<file path="config.mk">
export PLATFORM = sky130hd
export DESIGN_NAME = mp_addsub_iter_flat
export DESIGN_NICKNAME = d
export VERILOG_FILES = /design/src/rtl/mp_addsub_iter_if.sv /design/src/rtl/mp_addsub_iter.sv /design/src/flat_wrapper.sv
export SDC_FILE = /design/constraint.sdc
export NUM_CORES = 2
export LEC_CHECK = 0
export ABC_AREA = 1
export CAP_MARGIN = 15
export CELL_PAD_IN_SITES_DETAIL_PLACEMENT = 0
export CELL_PAD_IN_SITES_GLOBAL_PLACEMENT = 1
export CORE_AREA = 5 5 595 597
export DETAILED_ROUTE_END_ITERATION = 8
export DIE_AREA = 0 0 600 602
export HOLD_SLACK_MARGIN = 0.08
export PLACE_DENSITY = 0.62
export REMOVE_ABC_BUFFERS = 1
export SLEW_MARGIN = 30
export SYNTH_ARGS = -nofsm -noshare
export SYNTH_HDL_FRONTEND = slang
export SYNTH_SLANG_ARGS = --single-unit
</file>
<file path="constraint.sdc">
create_clock -name clk -period 6.8 [get_ports clk]
set_input_delay 1.36 -clock clk [delete_from_list [all_inputs] [get_ports clk]]
set_output_delay 1.36 -clock clk [all_outputs]
set_load 0.02 [all_outputs]
</file>
<file path="src/rtl/mp_addsub_iter_if.sv">
// Operand/result bundle for the iterative multi-precision adder/subtractor.
// Latency and backpressure are properties of the attached engine (start/done handshake).
// master drives start/subtract/A/B and observes result/busy/done; slave is the engine side.
//
// Signals:
//   start    request, sampled by the engine only when it can accept
//   subtract 0 = A+B, 1 = A-B, sampled with start
//   A, B     WIDTH-bit operands, sampled with start
//   result   WIDTH+1-bit registered sum/difference
//   busy     operation in progress
//   done     one-cycle pulse, result valid
interface mp_addsub_iter_if #(
    parameter int WIDTH = 514
);
    logic             start;
    logic             subtract;
    logic [WIDTH-1:0] A;
    logic [WIDTH-1:0] B;
    logic [WIDTH:0]   result;
    logic             busy;
    logic             done;

    modport master (
        output start, subtract, A, B,
        input  result, busy, done
    );

    modport slave (
        input  start, subtract, A, B,
        output result, busy, done
    );
endinterface

</file>
<file path="src/rtl/mp_addsub_iter.sv">
// Iterative WIDTH-bit add/subtract, CHUNK bits per clock with a registered carry.
// Latency NCHUNK cycles from the accepting edge to done; one operation per NCHUNK cycles.
// No queueing: start is ignored while busy, except on the completion edge, where it is accepted.
//
// Ports:
//   clk   rising-edge clock
//   rstn  asynchronous active-low reset; aborts any in-flight operation without a done
//   bus   slave side of mp_addsub_iter_if (start/subtract/A/B in, result/busy/done out)
module mp_addsub_iter #(
    parameter int WIDTH = 514,
    parameter int CHUNK = 128
) (
    input  logic                   clk,
    input  logic                   rstn,
    mp_addsub_iter_if.slave        bus
);
    localparam int NCHUNK = (WIDTH + CHUNK - 1) / CHUNK;
    localparam int PW     = NCHUNK * CHUNK;   // padded operand width
    localparam int IW     = $clog2(PW);
    // Chunk counter is kept pre-scaled as the bit offset of the current slice.
    localparam logic [IW-1:0] LAST_BASE = IW'((NCHUNK - 1) * CHUNK);

    typedef enum logic {IDLE, BUSY} state_t;

    state_t           state;
    logic [PW-1:0]    op_a;
    logic [PW-1:0]    op_b;
    logic [PW-1:0]    sum_q;
    logic             carry_q;
    logic             mode_q;
    logic [IW-1:0]    base_q;
    logic [WIDTH:0]   result_q;
    logic             busy_q;
    logic             done_q;

    logic [CHUNK:0]   slice_sum;
    logic [PW-1:0]    sum_next;
    logic [PW:0]      sum_full;
    logic [WIDTH:0]   res_next;
    logic [WIDTH-1:0] b_eff;
    logic             last;
    logic             accept;

    always_comb begin
        last      = (state == BUSY) && (base_q == LAST_BASE);
        // The completion edge doubles as an accept edge so a held start runs back-to-back.
        accept    = bus.start && ((state == IDLE) || last);
        // Inverted before zero-extension: pad bits of ~B must stay zero.
        b_eff     = bus.subtract ? ~bus.B : bus.B;

        slice_sum = {1'b0, op_a[base_q +: CHUNK]} + {1'b0, op_b[base_q +: CHUNK]}
                  + {{CHUNK{1'b0}}, carry_q};
        sum_next  = sum_q;
        sum_next[base_q +: CHUNK] = slice_sum[CHUNK-1:0];
        sum_full  = {slice_sum[CHUNK], sum_next};

        // Bit WIDTH is the carry into that position: with zero pads it is a plain sum bit
        // of the top chunk; without pads it is the chunk carry-out. Subtract inverts it to
        // report the unsigned borrow.
        res_next  = {sum_full[WIDTH] ^ mode_q, sum_full[WIDTH-1:0]};
    end

    if (PW > WIDTH) begin : g_pad
        logic unused_pad;
        assign unused_pad = ^sum_full[PW:WIDTH+1];
    end

    always_ff @(posedge clk or negedge rstn) begin
        if (!rstn) begin
            state    <= IDLE;
            op_a     <= '0;
            op_b     <= '0;
            sum_q    <= '0;
            carry_q  <= 1'b0;
            mode_q   <= 1'b0;
            base_q   <= '0;
            result_q <= '0;
            busy_q   <= 1'b0;
            done_q   <= 1'b0;
        end else begin
            done_q <= 1'b0;
            if (state == BUSY) begin
                sum_q   <= sum_next;
                carry_q <= slice_sum[CHUNK];
                base_q  <= base_q + IW'(CHUNK);
                if (last) begin
                    result_q <= res_next;
                    done_q   <= 1'b1;
                    busy_q   <= 1'b0;
                    base_q   <= '0;
                    state    <= IDLE;
                end
            end
            if (accept) begin
                op_a    <= PW'(bus.A);
                op_b    <= PW'(b_eff);
                carry_q <= bus.subtract;
                mode_q  <= bus.subtract;
                base_q  <= '0;
                busy_q  <= 1'b1;
                state   <= BUSY;
            end
        end
    end

    assign bus.result = result_q;
    assign bus.busy   = busy_q;
    assign bus.done   = done_q;
endmodule

</file>
<file path="src/flat_wrapper.sv">
// flat-port wrapper written by rule: the top's interface ports become plain ports
module mp_addsub_iter_flat 
#(
    parameter int WIDTH = 514,
    parameter int CHUNK = 128
)
  (clk, rstn, bus_start, bus_subtract, bus_A, bus_B, bus_result, bus_busy, bus_done);
  mp_addsub_iter_if #(.WIDTH(WIDTH)) bus_i ();
  input  logic clk;
  input  logic rstn;
  input wire logic [$bits(bus_i.start)-1:0] bus_start;
  input wire logic [$bits(bus_i.subtract)-1:0] bus_subtract;
  input wire logic [$bits(bus_i.A)-1:0] bus_A;
  input wire logic [$bits(bus_i.B)-1:0] bus_B;
  output wire logic [$bits(bus_i.result)-1:0] bus_result;
  output wire logic [$bits(bus_i.busy)-1:0] bus_busy;
  output wire logic [$bits(bus_i.done)-1:0] bus_done;
  assign bus_i.start = bus_start;
  assign bus_i.subtract = bus_subtract;
  assign bus_i.A = bus_A;
  assign bus_i.B = bus_B;
  assign bus_result = bus_i.result;
  assign bus_busy = bus_i.busy;
  assign bus_done = bus_i.done;
  mp_addsub_iter #(.WIDTH(WIDTH), .CHUNK(CHUNK)) u_core (.clk(clk), .rstn(rstn), .bus(bus_i));
endmodule
</file>
* Yosys cells after proc, flatten, opt, wreduce, memory -nomap -nowiden
Index checks and enable logic that the tools add are counted.
Word-level totals: register bits after elaboration 2198, input port bits 1032, output and inout port bits 517, logic and storage cells 44
Operators by class: add/sub/neg operators 4, eq/ne operators 1, shift-type cells 4, muxes and demuxes 15, bitwise logic cells 3, reductions and logical operators 7
Operators with widths (count):
- $shiftx A640 B11 Y128 | 2
- $bwmux W640 | 1
- $shift A128 B12 Y640 const A | 1
- $shiftx A128 B12 Y640 | 1
- $mux W514 | 1
- $not A514 Y514 | 1
- $add A128 B128 Y129 | 1
- $add A129 B1 Y129 | 1
- $mux W10 | 3
- $neg A10 Y12 | 1
- $add A10 B8 Y10 const B | 1
- $eq A10 B10 Y1 const B | 1
- $mux W1 | 10
- $reduce_and A2 Y1 | 2
- $reduce_bool A2 Y1 | 2
- $logic_and A1 B1 Y1 | 2
- $logic_or A1 B1 Y1 | 1
- $not A1 Y1 | 1
- $xor A1 B1 Y1 | 1

* Longest topological paths before layout
word-level depth 6, gate-level depth with buffers 27, depth with buffers taken out 23

* Worst setup path before layout
No wires, ideal clock.
kind register to register, start register u_core.base_q[7], end register u_core.result_q[188] (netlist: u_core.bus.result[188]), arrival time 3681 ps, setup slack 2995 ps, stages on the path, launching flop included 23, period minus slack after synthesis 3805 ps, path through dfrtp_1 buf_4 buf_2 clkbuf_1 clkbuf_1 o21ai_0 a32o_1 fa_1 fa_1 nand2_1 nand3_1 nand3_1 nand2_1 nand2_1 nand2_1 nand2_1 nand2_1 nand2_1 nand2_1 xnor2_1 nand2_1 o211ai_1 nand2_1
Between the ends: word-level cells in the longest chain between the ends 5
RTL lines:
- start, declared | RTL line mp_addsub_iter.sv:31 | logic [IW-1:0] base_q;
- start signal, assigned | RTL line mp_addsub_iter.sv:85 | base_q <= base_q + IW'(CHUNK);
- $shiftx A640 B11 Y128 | RTL line mp_addsub_iter.sv:51 | slice_sum = {1'b0, op_a[base_q +: CHUNK]} + {1'b0, op_b[base_q +: CHUNK]}
- $add A128 B128 Y129 | RTL line mp_addsub_iter.sv:51
- $add A129 B1 Y129 | RTL line mp_addsub_iter.sv:52 | + {{CHUNK{1'b0}}, carry_q};
- $shiftx A128 B12 Y640 | RTL line mp_addsub_iter.sv:54 | sum_next[base_q +: CHUNK] = slice_sum[CHUNK-1:0];
- $bwmux W640 | RTL line mp_addsub_iter.sv:54
- end signal, assigned | RTL line mp_addsub_iter.sv:87 | result_q <= res_next;
- end, declared | RTL line mp_addsub_iter.sv:32 | logic [WIDTH:0] result_q;
Parallel ways exist; a longest one is shown, timed or not. A chain may end at the register's enable or synchronous reset.

* Final worst setup path
start register u_core.base_q[7], end register u_core.result_q[233] (netlist: u_core.bus.result[233])
Same word-level chain as after synthesis.

==> out/qor.csv <==
stage,metric,value,unit
detailed_routing,initialDrtViolationCount,9442,
power,vdd_drop_max,0.000341,V
die,num_io_pins,1549,
synth,ys_types,44,
job,drv_cap,0,
finish,finalNetCount,16500,
setup_path,rr_endpoint,u_core.bus.result[233],
status,status,"complete, no violations",
finish,multi_input_area,48800,um^2
power,power_density,625,nW/um^2
clock_tree,cts_tree,yes,
setup_path,arrival,6.54,ns
clock_tree,clock_path_buffers,4,
sta,setup_viol_count_final,0,
finish,register_area,51700,um^2
sta,rsz0062_at_grt,false,
die,initial_core_util,30.7,%
sta,fmax,175,MHz
setup_path,startpoint_type,register,
synth,synth-edff-count,0,
detailed_routing,drc,0,
power,p_leak,64.2,nW
global_routing,grtUsageTotal,28.6,%
synth,netlist_area,107000,um^2
detailed_routing,wl,535,mm
clock_tree,cts_inserted_buffers,245,
setup_path,path_class,reg -> reg,
place,place_inst,19700,
die,dieWidth,600,um
synth,synth_ff_type,dfrtp_1,
detailed_routing,drt_first_pass_iters,8,
setup_path,worstReg2RegStart,u_core.base_q[7],
global_routing,first_global_vias,95800,
setup_path,cp.required,7.64,ns
worst_hold_path,hold_path_class,in -> async,
finish,drive_gt1_share,5.74,%
synth,synth_area_leaders,"dfrtp_1, nand2_1, o21ai_0, xnor2_1, nand3_1",
synth,avgSynthCellArea,7.56,um^2
setup_path,crit_start,u_core.base_q[7],
setup_path,crit_end,u_core.bus.result[233],
synth,synthCells,14100,
synth,synth_top_cell_area_share,48.4,%
place,port_buffers,1548,
finish,mostFrequentLayoutCell,nand2_1,
sta,clock_skew,0.0801,ns
die,coreArea,348000,um^2
global_routing,overflow,0,
setup_path,end_kind,register,
clock_tree,clkTransAtPathRegs,0.06,ns
detailed_routing,vias_per_cell,4.97,
finish,finalNonFillerCells,20200,
setup_path,critPathMaxFanout,100,
clock_tree,cts_resized,0,
synth,yosysTopAreaCell,dfrtp_1,
die,die_height,602,um
sta,drv_slew,0,
sta,fin_setup_tns,0,ns
global_routing,grt_pass1_wl,746,mm
clock_tree,clkSinkCount,2066,
place,hpwl,409,mm
die,num_rows,217,
global_routing,antenna_found_initial,117,
detailed_routing,avgRoutedWirePerCell,26.5,um
clock_tree,cts_root_buffer,clkbuf_16,
sta,hold_viol,0,
sta,relSlewSlack,23.9,%
synth,yosysSeqAreaShare,48.4,%
sta,finalCritPeriodShare,83.8,%
clock_tree,htreeDepth,4,
finish,final.fill_count,36900,
die,die-area,361000,um^2
clock_tree,cts_setup_buffers,0,
synth,ys_seq_elements,2066,
finish,syn2layout_area_growth,27.2,%
place,gp_congestion,0.945,
finish,final_cell_mix,"nand2_1, dfrtp_1, clkdlybuf4s50_1",
setup_path,reg2reg_depth,19,
setup_path,reg2reg_slack,1.10,ns
clock_tree,ctsHoldBuffers,0,
synth,async_reset_ff_share,100,%
clock_tree,insertion_delay,0.97,ns
global_routing,grt_max_degree,255,
sta,fin_crit,5.70,ns
sta,tightest_slew,1.14,ns
synth,ys_warn_count,0,
detailed_routing,antenna_left,0,
detailed_routing,vias,100000,
cell families after synthesis:
logic type / synth area share [%]
buf+inv: 6.11
xor+xnor: 4.64
mux: 0.0937
simple gates: 28.2
fa+ha+maj: 1.57
compound gates: 10.9
flops: 48.4
worst min-delay path by stage:
stage | start | end | cells after the start | slack [ns]
2_1_floorplan | u_core.sum_q[329] | u_core.sum_q[329] | 2 | 0.44
3_3_place_gp | u_core.bus.busy | u_core.bus.busy | 2 | 0.45
3_5_place_dp | u_core.sum_q[47] | u_core.sum_q[47] | 2 | 0.46
4_1_cts | rstn | u_core.op_b[46] | 1 | 0.37
5_1_grt | rstn | u_core.op_b[46] | 1 | 0.38
6_report | rstn | u_core.op_b[46] | 1 | 0.39
sequential cells by signal, summed over array words and instances, names as in the netlist, 3 cells and up:
register and count:
u_core.bus.result 515, u_core.op_a 514, u_core.op_b 514, u_core.sum_q 515, u_core.base_q 3
layer usage:
metal / track usage [%] / routed length [um] / share of wire [%]
met1: 39.6 / 238000 / 44
met4: 10.5 / 22100 / 4.1
met2: 45.2 / 244000 / 46
met5: 0 / 211 / 0.039
met3: 4.44 / 30900 / 5.8
synth_stat cells (18+ instances only):
library cell,count
ha_1,131
nor3_1,23
o22ai_1,123
buf_2,238
nand2_1,5484
nand3_1,877
o21ai_0,1445
xnor2_1,565
o21ai_1,78
dfrtp_1,2066
inv_1,833
buf_1,56
a221oi_1,59
or2_2,234
a21oi_1,310
nand4_1,18
clkbuf_1,513
nor2_1,858
o211ai_1,136
area by class of cell:
cell class	instances	share of cell area, %
flip-flops and latches	2066	38.0
repair buffers	1746	13.1
inverters	841	2.35
clock buffers	351	5.25
well taps	4599	4.23
multi-input cells	10400	35.9
clock inverters	100	0.999
diodes	43	0.0792
metrics by stage:
stage / hold WS [ns] / util [%] / power, mW / cell area (um^2) / worst slack [ns]
after global placement: 0.453 / 36.5 / 70.1 / 127000 / 1.16
after global routing: 0.383 / 39.0 / 90.1 / 136000 / 0.943
final: 0.387 / 39.1 / 84.9 / 136000 / 1.10
after detailed placement: 0.457 / 36.5 / 70.6 / 127000 / 1.16
after CTS: 0.366 / 39.0 / 85.0 / 136000 / 1.16
after floorplan: 0.442 / - / 46.8 / 103000 / -31.53
power by group:
| group | total [mW] | internal (mW) | switching [mW] |
|---|---|---|---|
| Sequential | 21.8 | 18.2 | 3.63 |
| Combinational | 49.0 | 14.2 | 34.8 |
| Clock | 14.1 | 8.24 | 5.84 |
critical path: stages, from the launching register on:
cell and delay [ns]:
dfrtp_4 0.60, inv_8 0.63, buf_12 0.29, buf_4 0.22
o21ai_0 0.10, a21oi_1 0.63, ha_1 0.51, nand2_1 0.13
nand2_1 0.09, nand2_1 0.07, nand2_1 0.09, a21oi_1 0.28
nand2_1 0.18, inv_1 0.08, nand2_1 0.13, a21oi_1 0.39
nand3_1 0.59, nand3_1 0.32, nand3_1 0.10, nand2_1 0.09
Note: power is estimated with default switching activity, not from simulation.
